### config.mk
export PLATFORM = sky130hd
export DESIGN_NAME = useq_sequencer
export DESIGN_NICKNAME = d
export VERILOG_FILES = /design/src/rtl/useq_sequencer.sv
export SDC_FILE = /design/constraint.sdc
export NUM_CORES = 1
export LEC_CHECK = 0
export ABC_CLOCK_PERIOD_IN_PS = 8100
export CAP_MARGIN = 20
export CORE_ASPECT_RATIO = 0.9
export CORE_MARGIN = 2
export CORE_UTILIZATION = 35
export CTS_CLUSTER_DIAMETER = 200
export DETAILED_ROUTE_END_ITERATION = 6
export GPL_TIMING_DRIVEN = 0
export PLACE_DENSITY_LB_ADDON = 0.08
export SLEW_MARGIN = 10
export SYNTH_ARGS = -nofsm -noshare
export SYNTH_HDL_FRONTEND = slang
export SYNTH_SLANG_ARGS = --single-unit
### constraint.sdc
create_clock -name clk -period 8.1 [get_ports clk]
set_input_delay 2.43 -clock clk [delete_from_list [all_inputs] [get_ports clk]]
set_output_delay 2.43 -clock clk [all_outputs]
set_load 0.01 [all_outputs]
### src/rtl/useq_sequencer.sv
// Microcode sequencer: forms the next control-store address from the fetched word,
// registers the control word for the datapath, and keeps a micro-subroutine stack.
module useq_sequencer #(
    parameter int ROM_BYTES   = 14,
    parameter int SLOT_BITS   = 6,
    parameter int COND_BANK   = 16,
    parameter int STACK_DEPTH = 4,
    parameter int RESET_VEC   = 0
) (
    input  logic                       clk,
    input  logic                       rst,
    input  logic                       stall,
    input  logic [7:0]                 ir_opcode,
    input  logic [2*COND_BANK-1:0]     cond_flags,
    input  logic [8*ROM_BYTES-1:0]     u_rom_data,
    output logic [8+SLOT_BITS-1:0]     u_addr,
    output logic [8*ROM_BYTES-1:0]     ctrl_word,
    output logic                       branch_taken,
    output logic                       stack_overflow,
    output logic                       stack_underflow
);

    localparam int UADDR_W = 8 + SLOT_BITS;
    localparam int IDX_W   = $clog2(2 * COND_BANK);
    localparam int SP_W    = $clog2(STACK_DEPTH + 1);
    localparam int PTR_W   = (STACK_DEPTH > 1) ? $clog2(STACK_DEPTH) : 1;

    typedef enum logic [1:0] {
        OP_NEXT     = 2'b00,
        OP_BRANCH   = 2'b01,
        OP_DISPATCH = 2'b10,
        OP_CALLRET  = 2'b11
    } op_t;

    function automatic logic signed [UADDR_W-1:0] sext_offset(input logic [6:0] raw);
        return {{(UADDR_W-7){raw[6]}}, raw};
    endfunction

    logic [UADDR_W-1:0]        stack [0:(1<<PTR_W)-1];
    logic [SP_W-1:0]           sp;

    op_t                       op;
    logic signed [UADDR_W-1:0] offset;
    logic [3:0]                cond_sel;
    logic [IDX_W-1:0]          cond_idx;
    logic                      cond_raw;
    logic                      cond;
    logic                      escape;
    logic [UADDR_W-1:0]        seq_addr;
    logic [UADDR_W-1:0]        slot_base;
    logic [UADDR_W-1:0]        next_addr;
    logic                      next_taken;
    logic                      do_push;
    logic                      do_pop;
    logic                      set_ovf;
    logic                      set_unf;

    always_comb begin
        op         = op_t'(u_rom_data[1:0]);
        offset     = sext_offset(u_rom_data[8:2]);
        cond_sel   = u_rom_data[14:11];
        escape     = u_rom_data[15];
        cond_idx   = IDX_W'(int'(u_rom_data[10]) * COND_BANK + int'(cond_sel));
        cond_raw   = 1'b0;
        if (int'(cond_sel) < COND_BANK)
            cond_raw = cond_flags[cond_idx];
        cond       = cond_raw ^ u_rom_data[9];
        seq_addr   = u_addr + UADDR_W'(1);
        slot_base  = {ir_opcode, {SLOT_BITS{1'b0}}};

        next_addr  = seq_addr;
        next_taken = 1'b0;
        do_push    = 1'b0;
        do_pop     = 1'b0;
        set_ovf    = 1'b0;
        set_unf    = 1'b0;

        case (op)
            OP_BRANCH: begin
                if (cond) begin
                    next_addr  = u_addr + offset;
                    next_taken = 1'b1;
                end
            end
            OP_DISPATCH: begin
                // Escape selects the upper half of the opcode's slot.
                next_addr  = slot_base + (escape ? (UADDR_W'(1) << (SLOT_BITS - 1)) : '0);
                next_taken = 1'b1;
            end
            OP_CALLRET: begin
                next_taken = 1'b1;
                if (!escape) begin
                    next_addr = u_addr + offset;
                    if (sp == SP_W'(STACK_DEPTH)) set_ovf = 1'b1;
                    else                          do_push = 1'b1;
                end else if (sp == '0) begin
                    next_addr = UADDR_W'(RESET_VEC);
                    set_unf   = 1'b1;
                end else begin
                    next_addr = stack[PTR_W'(sp - SP_W'(1))];
                    do_pop    = 1'b1;
                end
            end
            default: ;
        endcase
    end

    // Fetch/execute register boundary: address, control word and stack advance together.
    always_ff @(posedge clk) begin
        if (rst) begin
            u_addr          <= UADDR_W'(RESET_VEC);
            ctrl_word       <= '0;
            branch_taken    <= 1'b0;
            sp              <= '0;
            stack_overflow  <= 1'b0;
            stack_underflow <= 1'b0;
        end else if (!stall) begin
            u_addr       <= next_addr;
            ctrl_word    <= u_rom_data;
            branch_taken <= next_taken;
            if (do_push) sp <= sp + SP_W'(1);
            if (do_pop)  sp <= sp - SP_W'(1);
            if (set_ovf) stack_overflow  <= 1'b1;
            if (set_unf) stack_underflow <= 1'b1;
        end
    end

    always_ff @(posedge clk) begin
        if (!rst && !stall && do_push)
            stack[PTR_W'(sp)] <= seq_addr;
    end

endmodule
==> Word level (Yosys, flattened, before mapping) <==
Memory sizes are Yosys's and may differ from the RTL's.
Cells that the tools add are included.
{ "classes": {"n_addsub": 6, "magnitude_cmp": 1, "n_eq_ne": 4, "muxes": 25, "n_bitwise": 2, "reduce_logical": 10} }
{ "op_table": {"columns": ["operator", "n"], "rows": [
  ["$mux W14", 3],
  ["$pmux W14 S3", 1],
  ["$mux W1", 16],
  ["$add A14 B1 Y14 const B", 1],
  ["$add A14 B14 Y14", 1],
  ["$add A14 B6 Y14", 1],
  ["$lt A5 B6 Y1 const B", 1],
  ["$mux W3", 2],
  ["$mux W6", 1],
  ["$reduce_and A2 Y1", 3],
  ["$add A5 B4 Y5", 1],
  ["$bmux W1 S5", 1],
  ["$eq A2 B2 Y1 const B", 2],
  ["$add A3 B1 Y3 const B", 1],
  ["$eq A3 B3 Y1 const B", 1],
  ["$logic_not A3 Y1", 1],
  ["$sub A3 B1 Y3 const B", 1],
  ["$eq A2 B1 Y1 const B", 1],
  ["$logic_and A1 B1 Y1", 2],
  ["$logic_not A1 Y1", 2],
  ["$pmux W1 S2", 1],
  ["$reduce_bool A2 Y1", 1],
  ["$reduce_or A2 Y1", 1],
  ["$not A1 Y1", 1],
  ["$xor A1 B1 Y1", 1]
]} }
{ "word_totals": {"reg_bits": 132, "mem_bits_rw": 56, "inputBits": 155, "out_inout_bits": 129, "elab_cells": 55, "memories": 1} }
{ "mem_list": {"columns": ["memory", "depth", "word_bits", "read_ports", "rd_ports_with_merged_regs", "wr", "line", "rtl"], "rows": [
  ["stack", 4, 14, 1, 0, 1, "39", "logic [UADDR_W-1:0] stack [0:(1<<PTR_W)-1];"]
]} }

==> Longest topological paths before layout <==
{ "logic_depth": {"ltp_word": 7, "depth_mapped": 12, "mapped_depth_nobuf": 11} }

==> Worst setup path before layout <==
OpenSTA, ideal clock, no wires.
{ "synth_path": {"path_kind": "input-to-reg", "from": "input u_rom_data[8]", "to": "register u_addr[13]", "setup_time_ns": 0.116, "arrival_time_ns": 4.280, "required_time_ns": 7.984, "path_slack_ns": 3.704, "cell_stages": 8, "path_buffers": 0, "path_cell_list": "ha_1 > a211oi_1 > a32oi_1 > a41oi_1 > mux2i_1 > nor3_1 > or3_1 > a41o_1"} }
{ "synth_between": {"elab_chain_len": 3, "word_cells_on_any_way": 4, "classes_between": "1 x add/sub; 3 x mux"} }
{ "synth_lines": {"columns": ["element", "line", "rtl"], "rows": [
  ["start, declared", "15", "input logic [8*ROM_BYTES-1:0] u_rom_data,"],
  ["$add A14 B14 Y14 (*)", "81, 93", null],
  ["$mux W14, on equally long branches", "92, 80", null],
  ["$pmux W14 S3 (*)", "78", "case (op)"],
  ["end signal, assigned", "111", "u_addr <= UADDR_W'(RESET_VEC);"],
  ["end signal, assigned", "118", "u_addr <= next_addr;"],
  ["end, declared", "16", "output logic [8+SLOT_BITS-1:0] u_addr,"]
]} }
Mark *: on every way between the ends. The rest lies on a longest branch, timed or not.
A chain may end at the register's enable or synchronous reset.

==> Worst setup path in the final report <==
{ "layout_path": {"from": "input u_rom_data[8]", "to": "register u_addr[9]"} }
Same word-level chain as after synthesis.

==> flow_metrics.env <==
export IMPL_drtIter0Drc=348
export IMPL_grt_util_all_layers=0.213
export IMPL_clockPowerShare=0.362
export IMPL_p_seq_frac=0.447
export IMPL_period_needed_ps=5110
export IMPL_clock_path_buffers=2
export IMPL_synth_edff_count=56
export IMPL_setup_tns_final_ps=0
export IMPL_first_global_vias=7427
export IMPL_dieArea_um2=25900
export IMPL_cts_tree="built"
export IMPL_yosys_warnings=0
export IMPL_worstPathRequired_ps=8430
export IMPL_dp_hpwl_um=20900
export IMPL_tightestPinTransition_ps=1040
export IMPL_timing_hold_worst_class="reg -> reg"
export IMPL_post_route_period_util=0.631
export IMPL_drt_pre_antenna_iters=5
export IMPL_root_buffer="sky130_fd_sc_hd__clkbuf_16"
export IMPL_cts_inserted_buffers=17
export IMPL_postCtsHoldBufs=0
export IMPL_drv_slew=0
export IMPL_p_int_w=0.00166
export IMPL_cts_setup_buffers=0
export IMPL_static_leakage_power_nw=4.90
export IMPL_grt_use_met1=0.265
export IMPL_setup_reg_to_reg_worst_slack_ps=4310
export IMPL_detail_route_wl_per_cell_um=19.1
export IMPL_timing_fmax_ghz=0.196
export IMPL_irDropWorstVdd_mv=0.128
export IMPL_critPathMostFrequentCell="sky130_fd_sc_hd__a211oi_1"
export IMPL_initial_core_util=0.356
export IMPL_cap_violations=0
export IMPL_sw_frac_of_total=0.286
export IMPL_worstSkewPairLatency_ps=430
export IMPL_antenna_diode_count=0
export IMPL_syn_nets=987
export IMPL_grt_antenna_before_repair=0
export IMPL_core_area_um2=24200
export IMPL_unrepaired_setup_endpoints_after_global_routing="no"
export IMPL_cts_reportedPaths_clkPinSlew_ps=80
export IMPL_synth_cells=811
export IMPL_cp_cell_sequence="clkdlybuf4s50_1 -> ha_1 -> a211oi_1 -> a32oi_1 -> a41oi_1 -> xnor2_1 -> nor2_1 -> a211oi_1 -> o311ai_1 -> a32o_1"
export IMPL_top_level_port_count=284
export IMPL_report_final_hold_viol_count=0
export IMPL_grt_first_pass_wirelength_um=42200
export IMPL_worst_setup_path_end_kind="flop"
export IMPL_r2r_end="u_addr[9]$_SDFFE_PP0N_"
export IMPL_layout_nets=1286
export IMPL_worst_hold_path_endpoint="ctrl_word[0]$_SDFFE_PP0N_"
export IMPL_grt_ovfl_total=0
export IMPL_cts_repair_resize_count=0
export IMPL_clock_sink_count=188
export IMPL_syn2layout_area_growth_pct=43.9
export IMPL_worst_path_arrival_ps=5440
export IMPL_startpoint_type="input port"
export IMPL_ys_seq_elements=188
export IMPL_die_w_um=169
export IMPL_slew_headroom=0.305
export IMPL_min_path_cells=2
export IMPL_hold_path_startpoint="ctrl_word[0]$_SDFFE_PP0N_"
export IMPL_outcome="complete, no violations"
export IMPL_cp_class="in -> reg"
export IMPL_synthesis_area_um2=8610
export IMPL_pwr_density_cell_nw_per_um2=188
export IMPL_grt_max_degree=21
export IMPL_yosys_most_used_dff="sky130_fd_sc_hd__dfxtp_1"
export IMPL_final_cell_mix="sky130_fd_sc_hd__clkdlybuf4s50_1, sky130_fd_sc_hd__nor2_1, sky130_fd_sc_hd__dfxtp_1"
export IMPL_die_height_um=153
export IMPL_average_cell_area_after_synthesis_um2=10.6
export IMPL_worst_reg_to_reg_cells=9
export IMPL_timing_hold_ws_ps=472
export IMPL_final_setup_viol_count=0
export IMPL_sequential_to_total_area_share_from_yosys_stat=0.502
export IMPL_grt_use_met3=0.0842
export IMPL_critical_path_top_delay_family="compound AO/OA/AOI/OAI gates"
export IMPL_via_per_inst=5.05
export IMPL_rows=54
export IMPL_layout_commonest_cell="sky130_fd_sc_hd__clkdlybuf4s50_1"
export IMPL_finalWirelength_um=27300
export IMPL_r2r_start="sp[0]$_SDFFE_PP0P_"
export IMPL_gr_max_usage_layer="met2"
export IMPL_synth_async_reset_ratio=0
export IMPL_place_congestion=0.854
export IMPL_port_buffer_count=280
export IMPL_crit_slowest_cell="sky130_fd_sc_hd__clkdlybuf4s50_1"
export IMPL_power_frac_comb=0.191
export IMPL_drt_antenna_net_count=0
export IMPL_met2_usage=0.344
export IMPL_p_sw_w=0.000666
export IMPL_critical_path_peak_fanout=9
export IMPL_ys_types=64
export IMPL_vias=7227
export IMPL_cp_num_buf_inv=1
export IMPL_critical_path_max_stage_delay_ps=630
export IMPL_cts_htree_levels=4
export IMPL_final_layout_size_suffix_gt1_frac=0.0516
export IMPL_worst_clock_skew_ps=11.7
export IMPL_drc=0
-- registers in the layout, indices dropped and copies added, names as in the netlist --
name	cells
ctrl_word	112
stack	56
u_addr	14
sp	3
branch_taken	1
stack_overflow	1
stack_underflow	1
-- worst max path at each step --
stage | from | end | slack (ps) | depth (start not counted)
floorplan | u_rom_data[8] | u_addr[13]$_SDFFE_PP0N_ | 3700 | 8
global placement | u_rom_data[8] | u_addr[9]$_SDFFE_PP0N_ | 2630 | 10
detailed placement | u_rom_data[8] | u_addr[9]$_SDFFE_PP0N_ | 2660 | 10
CTS | u_rom_data[8] | u_addr[9]$_SDFFE_PP0N_ | 3110 | 10
global route | u_rom_data[8] | u_addr[9]$_SDFFE_PP0N_ | 2890 | 10
finish | u_rom_data[8] | u_addr[9]$_SDFFE_PP0N_ | 2990 | 10
-- cell families (layout without fill, tap and decap cells) --
family	count (synthesis)	count (layout)	share of synthesized area
buffers and inverters	76	388	0.0368
adder cells (fa/ha/maj)	21	21	0.0314
AND/OR/NAND/NOR	236	236	0.119
multiplexers	142	142	0.186
AO/OA/AOI/OAI	122	122	0.0981
XOR/XNOR	26	26	0.0265
flip-flops	188	188	0.502
-- worst register-to-register path, stage by stage (launching register included) --
cell and delay [ps]:
sky130_fd_sc_hd__dfxtp_1 380, sky130_fd_sc_hd__clkbuf_1 460, sky130_fd_sc_hd__buf_2 450, sky130_fd_sc_hd__inv_1 120
sky130_fd_sc_hd__ha_1 470, sky130_fd_sc_hd__clkbuf_1 580, sky130_fd_sc_hd__mux4_2 450, sky130_fd_sc_hd__a211oi_1 340
sky130_fd_sc_hd__o311ai_1 170, sky130_fd_sc_hd__a32o_1 270
-- power by group through the flow --
stage,combinational [W],sequential (W),clock (W)
4_1_cts,0.000446,0.00104,0.000867
6_report,0.000444,0.00104,0.000843
3_5_place_dp,0.000444,0.00106,0
5_1_grt,0.000482,0.00105,0.000907
3_3_place_gp,0.000444,0.00106,0
2_1_floorplan,0.000204,0.00108,0
-- cells in the mapped netlist (8+ instances only) --
library cell	instances	share of area
sky130_fd_sc_hd__a211oi_1	12	0.010
sky130_fd_sc_hd__xnor2_1	18	0.018
sky130_fd_sc_hd__a21oi_1	29	0.017
sky130_fd_sc_hd__xor2_1	8	0.0081
sky130_fd_sc_hd__inv_1	30	0.013
sky130_fd_sc_hd__mux2i_1	125	0.15
sky130_fd_sc_hd__nand2_1	30	0.013
sky130_fd_sc_hd__dfxtp_1	132	0.31
sky130_fd_sc_hd__edfxtp_1	56	0.20
sky130_fd_sc_hd__nor2_1	140	0.061
sky130_fd_sc_hd__nor3_1	10	0.0058
sky130_fd_sc_hd__o21ai_0	14	0.0081
sky130_fd_sc_hd__mux4_2	14	0.037
sky130_fd_sc_hd__ha_1	20	0.029
sky130_fd_sc_hd__nand3_1	19	0.011
sky130_fd_sc_hd__buf_1	12	0.0052
sky130_fd_sc_hd__clkbuf_1	29	0.013
-- final cells by class --
type	instances	area, um2
fill	2275	11800
sequential	188	4320
multi-input combinational	547	3970
timing repair buffer	280	2800
clock buffer	17	425
tap	308	385
buffer	46	204
clock inverter	15	165
inverter	30	113
-- metal layers --
layer / wire length, um / vias up
met5: 0 / -
met2: 12700 / 252
met3: 2480 / 31
met4: 461 / 0
li1: - / 3510
met1: 11700 / 3434
-- metrics by stage --
step                      area [um2]  utilization  std cells  setup WS, ps  total power (W)
after detailed placement       11800        0.488       1399          2660          0.00151
after global routing           12400        0.512       1431          2890          0.00244
after CTS                      12400        0.512       1431          3110          0.00236
after floorplan                 8610            -        811          3700          0.00128
after global placement         11800        0.488       1399          2630          0.00151
final                          12400        0.512       1431          2990          0.00233
No activity file was read; power rests on OpenSTA's default activity.
